**src/rtl/decode_hazard_stage_if.sv**
```systemverilog
// Decode-stage bus: fetch inputs, writeback port, EX load info and ID outputs.
// master = pipeline control/testbench side, slave = decode stage.
interface decode_hazard_stage_if #(
   parameter int XLEN  = 32,
   parameter int NREG  = 32,
   parameter int IMM_W = 16,
   parameter int CNT_W = 16
);
   localparam int AW = (NREG > 1) ? $clog2(NREG) : 1;

   logic              stall_i;
   logic              flush_i;
   logic              if_valid_i;
   logic [5:0]        if_opcode_i;
   logic [5:0]        if_funct_i;
   logic [AW-1:0]     if_rs1_i;
   logic [AW-1:0]     if_rs2_i;
   logic [AW-1:0]     if_rd_i;
   logic [IMM_W-1:0]  if_imm_i;
   logic [XLEN-1:0]   if_pc4_i;
   logic              wb_we_i;
   logic [AW-1:0]     wb_addr_i;
   logic [XLEN-1:0]   wb_data_i;
   logic              ex_load_i;
   logic [AW-1:0]     ex_rd_i;

   logic              id_valid_o;
   logic [5:0]        id_opcode_o;
   logic [5:0]        id_funct_o;
   logic [AW-1:0]     id_rs1_o;
   logic [AW-1:0]     id_rs2_o;
   logic [AW-1:0]     id_rd_o;
   logic [IMM_W-1:0]  id_imm_o;
   logic [XLEN-1:0]   id_pc4_o;
   logic [XLEN-1:0]   id_rdata1_o;
   logic [XLEN-1:0]   id_rdata2_o;
   logic              hazard_stall_o;
   logic [CNT_W-1:0]  hazard_count_o;

   modport master (
      output stall_i, flush_i, if_valid_i, if_opcode_i, if_funct_i, if_rs1_i, if_rs2_i,
             if_rd_i, if_imm_i, if_pc4_i, wb_we_i, wb_addr_i, wb_data_i, ex_load_i, ex_rd_i,
      input  id_valid_o, id_opcode_o, id_funct_o, id_rs1_o, id_rs2_o, id_rd_o, id_imm_o,
             id_pc4_o, id_rdata1_o, id_rdata2_o, hazard_stall_o, hazard_count_o
   );

   modport slave (
      input  stall_i, flush_i, if_valid_i, if_opcode_i, if_funct_i, if_rs1_i, if_rs2_i,
             if_rd_i, if_imm_i, if_pc4_i, wb_we_i, wb_addr_i, wb_data_i, ex_load_i, ex_rd_i,
      output id_valid_o, id_opcode_o, id_funct_o, id_rs1_o, id_rs2_o, id_rd_o, id_imm_o,
             id_pc4_o, id_rdata1_o, id_rdata2_o, hazard_stall_o, hazard_count_o
   );
endinterface

```
**src/rtl/decode_hazard_stage.sv**
```systemverilog
// DLX decode stage: IF/ID register, R0-zero register file with optional WB bypass,
// load-use hazard detection against EX and a saturating hazard-cycle counter.
module decode_hazard_stage #(
   parameter int XLEN   = 32,
   parameter int NREG   = 32,
   parameter int IMM_W  = 16,
   parameter bit BYPASS = 1'b1,
   parameter int CNT_W  = 16
) (
   input logic                  clk_i,
   input logic                  rst_i,
   decode_hazard_stage_if.slave bus
);
   localparam int AW = (NREG > 1) ? $clog2(NREG) : 1;

   logic              v_q;
   logic [5:0]        opcode_q, funct_q;
   logic [AW-1:0]     rs1_q, rs2_q, rd_q;
   logic [IMM_W-1:0]  imm_q;
   logic [XLEN-1:0]   pc4_q;
   logic [XLEN-1:0]   rf_q [NREG];
   logic [CNT_W-1:0]  cnt_q, cnt_d;
   logic              hazard;
   logic              capture;
   logic [XLEN-1:0]   rdata1, rdata2;

   assign hazard = v_q & bus.ex_load_i & (bus.ex_rd_i != '0) &
                   ((bus.ex_rd_i == rs1_q) | (bus.ex_rd_i == rs2_q));

   // Flush always reloads the fields; otherwise stall or hazard freezes the register.
   assign capture = bus.flush_i | ~(bus.stall_i | hazard);

   always_comb begin
      cnt_d = cnt_q;
      if (hazard && !bus.stall_i && (cnt_q != {CNT_W{1'b1}}))
         cnt_d = cnt_q + CNT_W'(1);
   end

   always_ff @(posedge clk_i or posedge rst_i) begin
      if (rst_i) begin
         v_q      <= 1'b0;
         opcode_q <= '0;
         funct_q  <= '0;
         rs1_q    <= '0;
         rs2_q    <= '0;
         rd_q     <= '0;
         imm_q    <= '0;
         pc4_q    <= '0;
         cnt_q    <= '0;
      end else begin
         cnt_q <= cnt_d;
         if (capture) begin
            v_q      <= bus.if_valid_i & ~bus.flush_i;
            opcode_q <= bus.if_opcode_i;
            funct_q  <= bus.if_funct_i;
            rs1_q    <= bus.if_rs1_i;
            rs2_q    <= bus.if_rs2_i;
            rd_q     <= bus.if_rd_i;
            imm_q    <= bus.if_imm_i;
            pc4_q    <= bus.if_pc4_i;
         end
      end
   end

   always_ff @(posedge clk_i or posedge rst_i) begin
      if (rst_i) begin
         for (int i = 0; i < NREG; i++) rf_q[i] <= '0;
      end else if (bus.wb_we_i && (bus.wb_addr_i != '0)) begin
         rf_q[bus.wb_addr_i] <= bus.wb_data_i;
      end
   end

   always_comb begin
      rdata1 = rf_q[rs1_q];
      rdata2 = rf_q[rs2_q];
      if (rs1_q == '0) rdata1 = '0;
      else if (BYPASS && bus.wb_we_i && (bus.wb_addr_i == rs1_q)) rdata1 = bus.wb_data_i;
      if (rs2_q == '0) rdata2 = '0;
      else if (BYPASS && bus.wb_we_i && (bus.wb_addr_i == rs2_q)) rdata2 = bus.wb_data_i;
   end

   assign bus.id_valid_o     = v_q & ~hazard;
   assign bus.id_opcode_o    = opcode_q;
   assign bus.id_funct_o     = funct_q;
   assign bus.id_rs1_o       = rs1_q;
   assign bus.id_rs2_o       = rs2_q;
   assign bus.id_rd_o        = rd_q;
   assign bus.id_imm_o       = imm_q;
   assign bus.id_pc4_o       = pc4_q;
   assign bus.id_rdata1_o    = rdata1;
   assign bus.id_rdata2_o    = rdata2;
   assign bus.hazard_stall_o = hazard;
   assign bus.hazard_count_o = cnt_q;
endmodule

```
**src/flat_wrapper.sv**
```systemverilog
// flat-port wrapper written by rule: the top's interface ports become plain ports
module decode_hazard_stage_flat 
#(
   parameter int XLEN   = 32,
   parameter int NREG   = 32,
   parameter int IMM_W  = 16,
   parameter bit BYPASS = 1'b1,
   parameter int CNT_W  = 16
)
  (clk_i, rst_i, bus_stall_i, bus_flush_i, bus_if_valid_i, bus_if_opcode_i, bus_if_funct_i, bus_if_rs1_i, bus_if_rs2_i, bus_if_rd_i, bus_if_imm_i, bus_if_pc4_i, bus_wb_we_i, bus_wb_addr_i, bus_wb_data_i, bus_ex_load_i, bus_ex_rd_i, bus_id_valid_o, bus_id_opcode_o, bus_id_funct_o, bus_id_rs1_o, bus_id_rs2_o, bus_id_rd_o, bus_id_imm_o, bus_id_pc4_o, bus_id_rdata1_o, bus_id_rdata2_o, bus_hazard_stall_o, bus_hazard_count_o);
  decode_hazard_stage_if #(.XLEN(XLEN), .NREG(NREG), .IMM_W(IMM_W), .CNT_W(CNT_W)) bus_i ();
  input logic clk_i;
  input logic rst_i;
  input wire logic [$bits(bus_i.stall_i)-1:0] bus_stall_i;
  input wire logic [$bits(bus_i.flush_i)-1:0] bus_flush_i;
  input wire logic [$bits(bus_i.if_valid_i)-1:0] bus_if_valid_i;
  input wire logic [$bits(bus_i.if_opcode_i)-1:0] bus_if_opcode_i;
  input wire logic [$bits(bus_i.if_funct_i)-1:0] bus_if_funct_i;
  input wire logic [$bits(bus_i.if_rs1_i)-1:0] bus_if_rs1_i;
  input wire logic [$bits(bus_i.if_rs2_i)-1:0] bus_if_rs2_i;
  input wire logic [$bits(bus_i.if_rd_i)-1:0] bus_if_rd_i;
  input wire logic [$bits(bus_i.if_imm_i)-1:0] bus_if_imm_i;
  input wire logic [$bits(bus_i.if_pc4_i)-1:0] bus_if_pc4_i;
  input wire logic [$bits(bus_i.wb_we_i)-1:0] bus_wb_we_i;
  input wire logic [$bits(bus_i.wb_addr_i)-1:0] bus_wb_addr_i;
  input wire logic [$bits(bus_i.wb_data_i)-1:0] bus_wb_data_i;
  input wire logic [$bits(bus_i.ex_load_i)-1:0] bus_ex_load_i;
  input wire logic [$bits(bus_i.ex_rd_i)-1:0] bus_ex_rd_i;
  output wire logic [$bits(bus_i.id_valid_o)-1:0] bus_id_valid_o;
  output wire logic [$bits(bus_i.id_opcode_o)-1:0] bus_id_opcode_o;
  output wire logic [$bits(bus_i.id_funct_o)-1:0] bus_id_funct_o;
  output wire logic [$bits(bus_i.id_rs1_o)-1:0] bus_id_rs1_o;
  output wire logic [$bits(bus_i.id_rs2_o)-1:0] bus_id_rs2_o;
  output wire logic [$bits(bus_i.id_rd_o)-1:0] bus_id_rd_o;
  output wire logic [$bits(bus_i.id_imm_o)-1:0] bus_id_imm_o;
  output wire logic [$bits(bus_i.id_pc4_o)-1:0] bus_id_pc4_o;
  output wire logic [$bits(bus_i.id_rdata1_o)-1:0] bus_id_rdata1_o;
  output wire logic [$bits(bus_i.id_rdata2_o)-1:0] bus_id_rdata2_o;
  output wire logic [$bits(bus_i.hazard_stall_o)-1:0] bus_hazard_stall_o;
  output wire logic [$bits(bus_i.hazard_count_o)-1:0] bus_hazard_count_o;
  assign bus_i.stall_i = bus_stall_i;
  assign bus_i.flush_i = bus_flush_i;
  assign bus_i.if_valid_i = bus_if_valid_i;
  assign bus_i.if_opcode_i = bus_if_opcode_i;
  assign bus_i.if_funct_i = bus_if_funct_i;
  assign bus_i.if_rs1_i = bus_if_rs1_i;
  assign bus_i.if_rs2_i = bus_if_rs2_i;
  assign bus_i.if_rd_i = bus_if_rd_i;
  assign bus_i.if_imm_i = bus_if_imm_i;
  assign bus_i.if_pc4_i = bus_if_pc4_i;
  assign bus_i.wb_we_i = bus_wb_we_i;
  assign bus_i.wb_addr_i = bus_wb_addr_i;
  assign bus_i.wb_data_i = bus_wb_data_i;
  assign bus_i.ex_load_i = bus_ex_load_i;
  assign bus_i.ex_rd_i = bus_ex_rd_i;
  assign bus_id_valid_o = bus_i.id_valid_o;
  assign bus_id_opcode_o = bus_i.id_opcode_o;
  assign bus_id_funct_o = bus_i.id_funct_o;
  assign bus_id_rs1_o = bus_i.id_rs1_o;
  assign bus_id_rs2_o = bus_i.id_rs2_o;
  assign bus_id_rd_o = bus_i.id_rd_o;
  assign bus_id_imm_o = bus_i.id_imm_o;
  assign bus_id_pc4_o = bus_i.id_pc4_o;
  assign bus_id_rdata1_o = bus_i.id_rdata1_o;
  assign bus_id_rdata2_o = bus_i.id_rdata2_o;
  assign bus_hazard_stall_o = bus_i.hazard_stall_o;
  assign bus_hazard_count_o = bus_i.hazard_count_o;
  decode_hazard_stage #(.XLEN(XLEN), .NREG(NREG), .IMM_W(IMM_W), .BYPASS(BYPASS), .CNT_W(CNT_W)) u_core (.clk_i(clk_i), .rst_i(rst_i), .bus(bus_i));
endmodule
```
**config.mk**
```make
export PLATFORM = sky130hd
export DESIGN_NAME = decode_hazard_stage_flat
export DESIGN_NICKNAME = d
export VERILOG_FILES = /design/src/rtl/decode_hazard_stage_if.sv /design/src/rtl/decode_hazard_stage.sv /design/src/flat_wrapper.sv
export SDC_FILE = /design/constraint.sdc
export NUM_CORES = 2
export LEC_CHECK = 0
export BUFFER_PORTS_ARGS = -buffer_cell sky130_fd_sc_hd__buf_4
export CAP_MARGIN = 20
export CORE_MARGIN = 8
export CORE_UTILIZATION = 40
export CTS_BUF_LIST = sky130_fd_sc_hd__clkbuf_8 sky130_fd_sc_hd__clkbuf_16
export CTS_CLUSTER_SIZE = 40
export DETAILED_ROUTE_END_ITERATION = 10
export PLACE_DENSITY = 0.65
export SLEW_MARGIN = 25
export SYNTH_ARGS = -nofsm -noshare
export SYNTH_HDL_FRONTEND = slang
export SYNTH_SLANG_ARGS = --single-unit
```
**constraint.sdc**
```tcl
create_clock -name clk_i -period 92.9 [get_ports clk_i]
set_clock_uncertainty 0.15 [all_clocks]
set_input_delay 4.645 -clock clk_i [delete_from_list [all_inputs] [get_ports clk_i]]
set_output_delay 4.645 -clock clk_i [all_outputs]
set_load 0.05 [all_outputs]
```
Word level (Yosys, flattened, before mapping)
Cells that the tools add are included.
Storage, ports and cells
  bits in registers: 1116
  bits of input ports: 124
  output and inout bits: 157
  logic and storage cells: 89
Operators by class
  add/sub/neg operators: 1
  magnitude comparators: 4
  equal/unequal tests: 5
  multiplexer cells: 13
  bitwise logic cells: 14
  reductions and logical operators: 11
Operators by type and width (count)
  1024-bit bitwise mux: 1
  32-bit binary-select mux with 5-bit select: 2
  32-bit two-way mux: 9
  32-bit demux with 5-bit select: 1
  5-bit equality test: 4
  6-bit >= comparator (second input constant): 3
  5-bit NOT with 6-bit output: 3
  16-bit by 1-bit adder with 16-bit output (second input constant): 1
  16-bit != test (second input constant): 1
  5-bit zero test: 2
  5-bit nonzero test: 2
  1-bit logical AND: 6
  6-bit by 1-bit less-than comparator with 1-bit output (second input constant): 1
  1-bit AND: 5
  1-bit NOT: 3
  1-bit bitwise OR: 3
  1-bit zero test: 1

Logic depth before layout (Yosys ltp)
  depth after elaboration: 6
  depth in mapped cells: 12
  gate-level depth less buffers: 6

Least setup slack after synthesis
OpenSTA, ideal clock, no wires.
  kind: input -> output
  start: input port bus_wb_addr_i[3]
  end: output port bus_id_rdata1_o[30]
  arrival: 7.351 ns
  data required time: 88.105 ns
  slack: 80.754 ns
  cell stages on the path: 7
  buffers on the path: 2
  cell sequence: buf_2 > xor2_1 > nor4_2 > nand3_2 > nand2_2 > buf_2 > o311ai_0
Between the ends
  longest elaborated chain between the ends: 4
RTL lines
  start: declaration: line flat_wrapper.sv:25  | input wire logic [$bits(bus_i.wb_addr_i)-1:0] bus_wb_addr_i;
  5-bit equality test: line decode_hazard_stage.sv:77  | else if (BYPASS && bus.wb_we_i && (bus.wb_addr_i == rs1_q)) rdata1 = bus.wb_data_i;
  1-bit logical AND: line decode_hazard_stage.sv:77
  32-bit two-way mux: line decode_hazard_stage.sv:77
  32-bit two-way mux: line decode_hazard_stage.sv:76  | if (rs1_q == '0) rdata1 = '0;
  end: declaration: line flat_wrapper.sv:37  | output wire logic [$bits(bus_i.id_rdata1_o)-1:0] bus_id_rdata1_o;
Every way passes these cells.

Worst setup path in the final report
  start: input port bus_wb_addr_i[0]
  end: output port bus_id_rdata2_o[18]
Between the ends
  longest elaborated chain between the ends: 4
RTL lines
  5-bit equality test: line decode_hazard_stage.sv:79  | else if (BYPASS && bus.wb_we_i && (bus.wb_addr_i == rs2_q)) rdata2 = bus.wb_data_i;
  1-bit logical AND: line decode_hazard_stage.sv:79
  32-bit two-way mux: line decode_hazard_stage.sv:79
  32-bit two-way mux: line decode_hazard_stage.sv:78  | if (rs2_q == '0) rdata2 = '0;
  end: declaration: line flat_wrapper.sv:38  | output wire logic [$bits(bus_i.id_rdata2_o)-1:0] bus_id_rdata2_o;
Every way passes these cells.

==> flow_summary.yaml <==
sta:
  relSlewSlack_pct: 21.20
  fin_crit_sh_pct: 13.87
  fmax_mhz: 77.63
  rsz0062_at_grt: "false"
  tns_ns: 0
  min_period_ns: 12.88
  max_slew.worst_pin.slew_ns: 1.180
  final_max_slew_viol_count: 0
  whs_ns: 0.2290
  hold_violations: 0
  finalSetupViolations: 0
route:
  drc: 0
  wl_met1_mm: 85.71
  met3_length_mm: 23.27
  post_drt_wl_per_cell_um: 33.76
  wl_met2_mm: 93.12
  vias: 41180
  ant_nets: 0
  top_layer: "met5"
  routed_wl_mm: 212.5
  drtIter0Drc: 4741
  viasPerCell: 6.541
  drtPass1Iterations: 7
cts:
  cts_buffers: 120
  cts_tree: "yes"
  ctsHoldBuffers: 0
  postCtsSetupBuffers: 0
  cts_buffer_depth: 3
  cts-root-buf: "clkbuf_16"
  clk_latency_ns: 0.76
  ctsResizeCount: 0
  clkSlewWorstSetupHoldPaths_ns: 0.07
  htree_levels: 3
  numClockSinks: 1116
global_routing:
  grt_pass1_wl_mm: 306.6
  grt_max_degree: 169
  grt-ovfl-total: 0
  antenna_found_initial: 12
  grtUsageTotal_pct: 25.43
  grt_pass1_vias: 41648
yosys:
  synthFlopType: "dfrtp_1"
  synth_warnings: 0
  ys_seq_elements: 1116
  synth.net_count: 4314
  syn_inst: 4189
  synth_top_area_share_pct: 46.63
  syn_area_um2: 59900
  netlist_top_cells_area: "dfrtp_1, mux2_2, mux4_2, mux2i_1, clkbuf_1"
  synth_edf_count: 0
  yosysSeqAreaShare_pct: 46.63
  avgSynthCellArea_um2: 14.30
  ys_async_sr_fraction_pct: 100.0
  yosysTopAreaCell: "dfrtp_1"
  synth_cell_types: 73
setup_path:
  crit_chain: "buf_4 > xor2_1 > nor4_2 > nand3_2 > nand2_1 > nor3_1 > a211o_1 > buf_4"
  crit_type: "primary input to output port"
  reg2reg_from: "u_core.bus.id_rs1_o[2]$_DFFE_PP0P_"
  crit_arrival_ns: 8.09
  timing.critical_path.mode_cell: "buf_4"
  cp_top_family: "simple AND/OR/NAND/NOR gates"
  rrSetupSlack_ns: 88.06
  worst-path-max-fanout: 27
  crit_path_end_kind: "output port"
  cp_slowest_stage_delay_ns: 1.12
  slowest_stage: "nand2_1"
  crit_buf_inv: 2
  start_kind: "primary input"
  rr_endpoint: "u_core.bus.id_pc4_o[27]$_DFFE_PP0P_"
  reg2reg_depth: 9
  critPathRequiredTime_ns: 88.10
run_status:
  status: "complete, no violations"
layout:
  layout-drive-gt1-share_pct: 49.52
  layout_commonest_cell: "dfrtp_1"
  layout_common_cells: "dfrtp_1, mux2_2, mux4_2"
  ff_latch_area_um2: 27960
  fillCellCount: 13278
  num-nets-final: 4365
  finish.utilization_pct: 45.16
  final_area_um2: 67400
  multi_input_area_um2: 29650
  area_growth_pct: 12.53
pwr:
  p_total_mw: 1.538
  powerDensity_nw_per_um2: 22.82
  cellLeakagePower_nw: 29.51
  peakVddDrop_mv: 0.01584
floorplan:
  dieArea_um2: 162400
  row_count: 142
  die_w_um: 403.0
  initial_core_util_pct: 40.13
  coreArea_um2: 149200
  boundaryPins: 281
  die_h_um: 403.0
placement:
  place_congestion: 0.9002
  placed_area_um2: 63100
  io_buffers: 280
  place_hpwl_mm: 128.5
worst_hold_path:
  hp-start: "u_core.rf_q[1004]$_DFFE_PP0P_"
  timing.hold.worst_endpoint: "u_core.rf_q[1004]$_DFFE_PP0P_"
  min-delay-path-class: "register to register"
  hold_depth: 0
run:
  maxCapViolations: 0
-- metrics by stage --
step           instances  setup WS, ns
6_report            6296         80.02
2_1_floorplan       4189         56.68
4_1_cts             6285         80.20
3_3_place_gp        6056         80.25
5_1_grt             6289         80.06
3_5_place_dp        6061         80.22
-- cell families (layout without fill, tap and decap cells) --
logic type | Yosys count | count (layout) | share of synthesized area, %
mux | 1742 | 1742 | 39.76
flops | 1116 | 1116 | 46.63
buf+inv | 465 | 618 | 4.259
compound gates | 441 | 441 | 5.423
simple gates | 389 | 389 | 3.397
xor+xnor | 35 | 35 | 0.5118
fa+ha+maj | 1 | 1 | 0.02089
other cells | 0 | 10 | 0
-- worst max path at each step --
stage / startpoint / endpoint / slack [ns] / cells after the start
finish: bus_wb_addr_i[0] / bus_id_rdata2_o[18] / 80.02 / 8
CTS: bus_wb_addr_i[0] / bus_id_rdata2_o[18] / 80.20 / 8
floorplan: rst_i / u_core.bus.hazard_count_o[0]$_DFFE_PP0P_ / 56.68 / 1
global route: bus_wb_addr_i[2] / bus_id_rdata2_o[18] / 80.06 / 8
global placement: bus_wb_addr_i[0] / bus_id_rdata2_o[18] / 80.25 / 8
detailed placement: bus_wb_addr_i[0] / bus_id_rdata2_o[18] / 80.22 / 8
-- state kept, by name (all words and copies together), names as in the netlist --
register	count
u_core.bus.id_opcode_o	6
u_core.bus.id_rs2_o	5
u_core.bus.id_rs1_o	5
u_core.bus.id_rd_o	5
u_core.bus.id_imm_o	16
u_core.bus.hazard_count_o	16
u_core.v_q	1
u_core.bus.id_funct_o	6
u_core.rf_q	1024
u_core.bus.id_pc4_o	32
-- routing by layer --
| layer | GRT usage [%] | vias up |
|---|---|---|
| li1 | - | 16152 |
| met4 | 11.13 | 8 |
| met5 | 0 | - |
| met1 | 34.61 | 22148 |
| met2 | 37.34 | 2323 |
| met3 | 8.040 | 549 |
-- synthesized netlist by cell type (27+ instances only) --
master	count
nor2b_1	48
mux2_2	1065
a211oi_1	41
mux2_4	50
o21ai_0	30
nand2_1	91
nor3_1	43
buf_2	117
buf_4	32
mux2i_1	246
a221o_1	39
clkbuf_1	200
a221oi_1	53
o22ai_1	65
mux4_2	373
a22oi_1	40
nor2_1	74
buf_1	51
dfrtp_1	1116
and3_1	27
a21oi_1	48
buf_6	35
-- area by class of cell --
cell class | count | share of cell area, %
multi-input cells | 2608 | 43.99
clock buffers | 145 | 4.983
clock inverters | 79 | 1.279
flip-flops and latches | 1116 | 41.48
well taps | 1944 | 3.609
repair buffers | 385 | 4.565
inverters | 9 | 0.06126
diodes | 10 | 0.03713
-- power breakdown --
part	switching (mW)	internal [mW]	total [mW]
sequential	0.0694	0.574	0.644
clock	0.213	0.303	0.516
combinational	0.192	0.186	0.379
total	0.475	1.06	1.54
(Power assumes the default switching activity.)
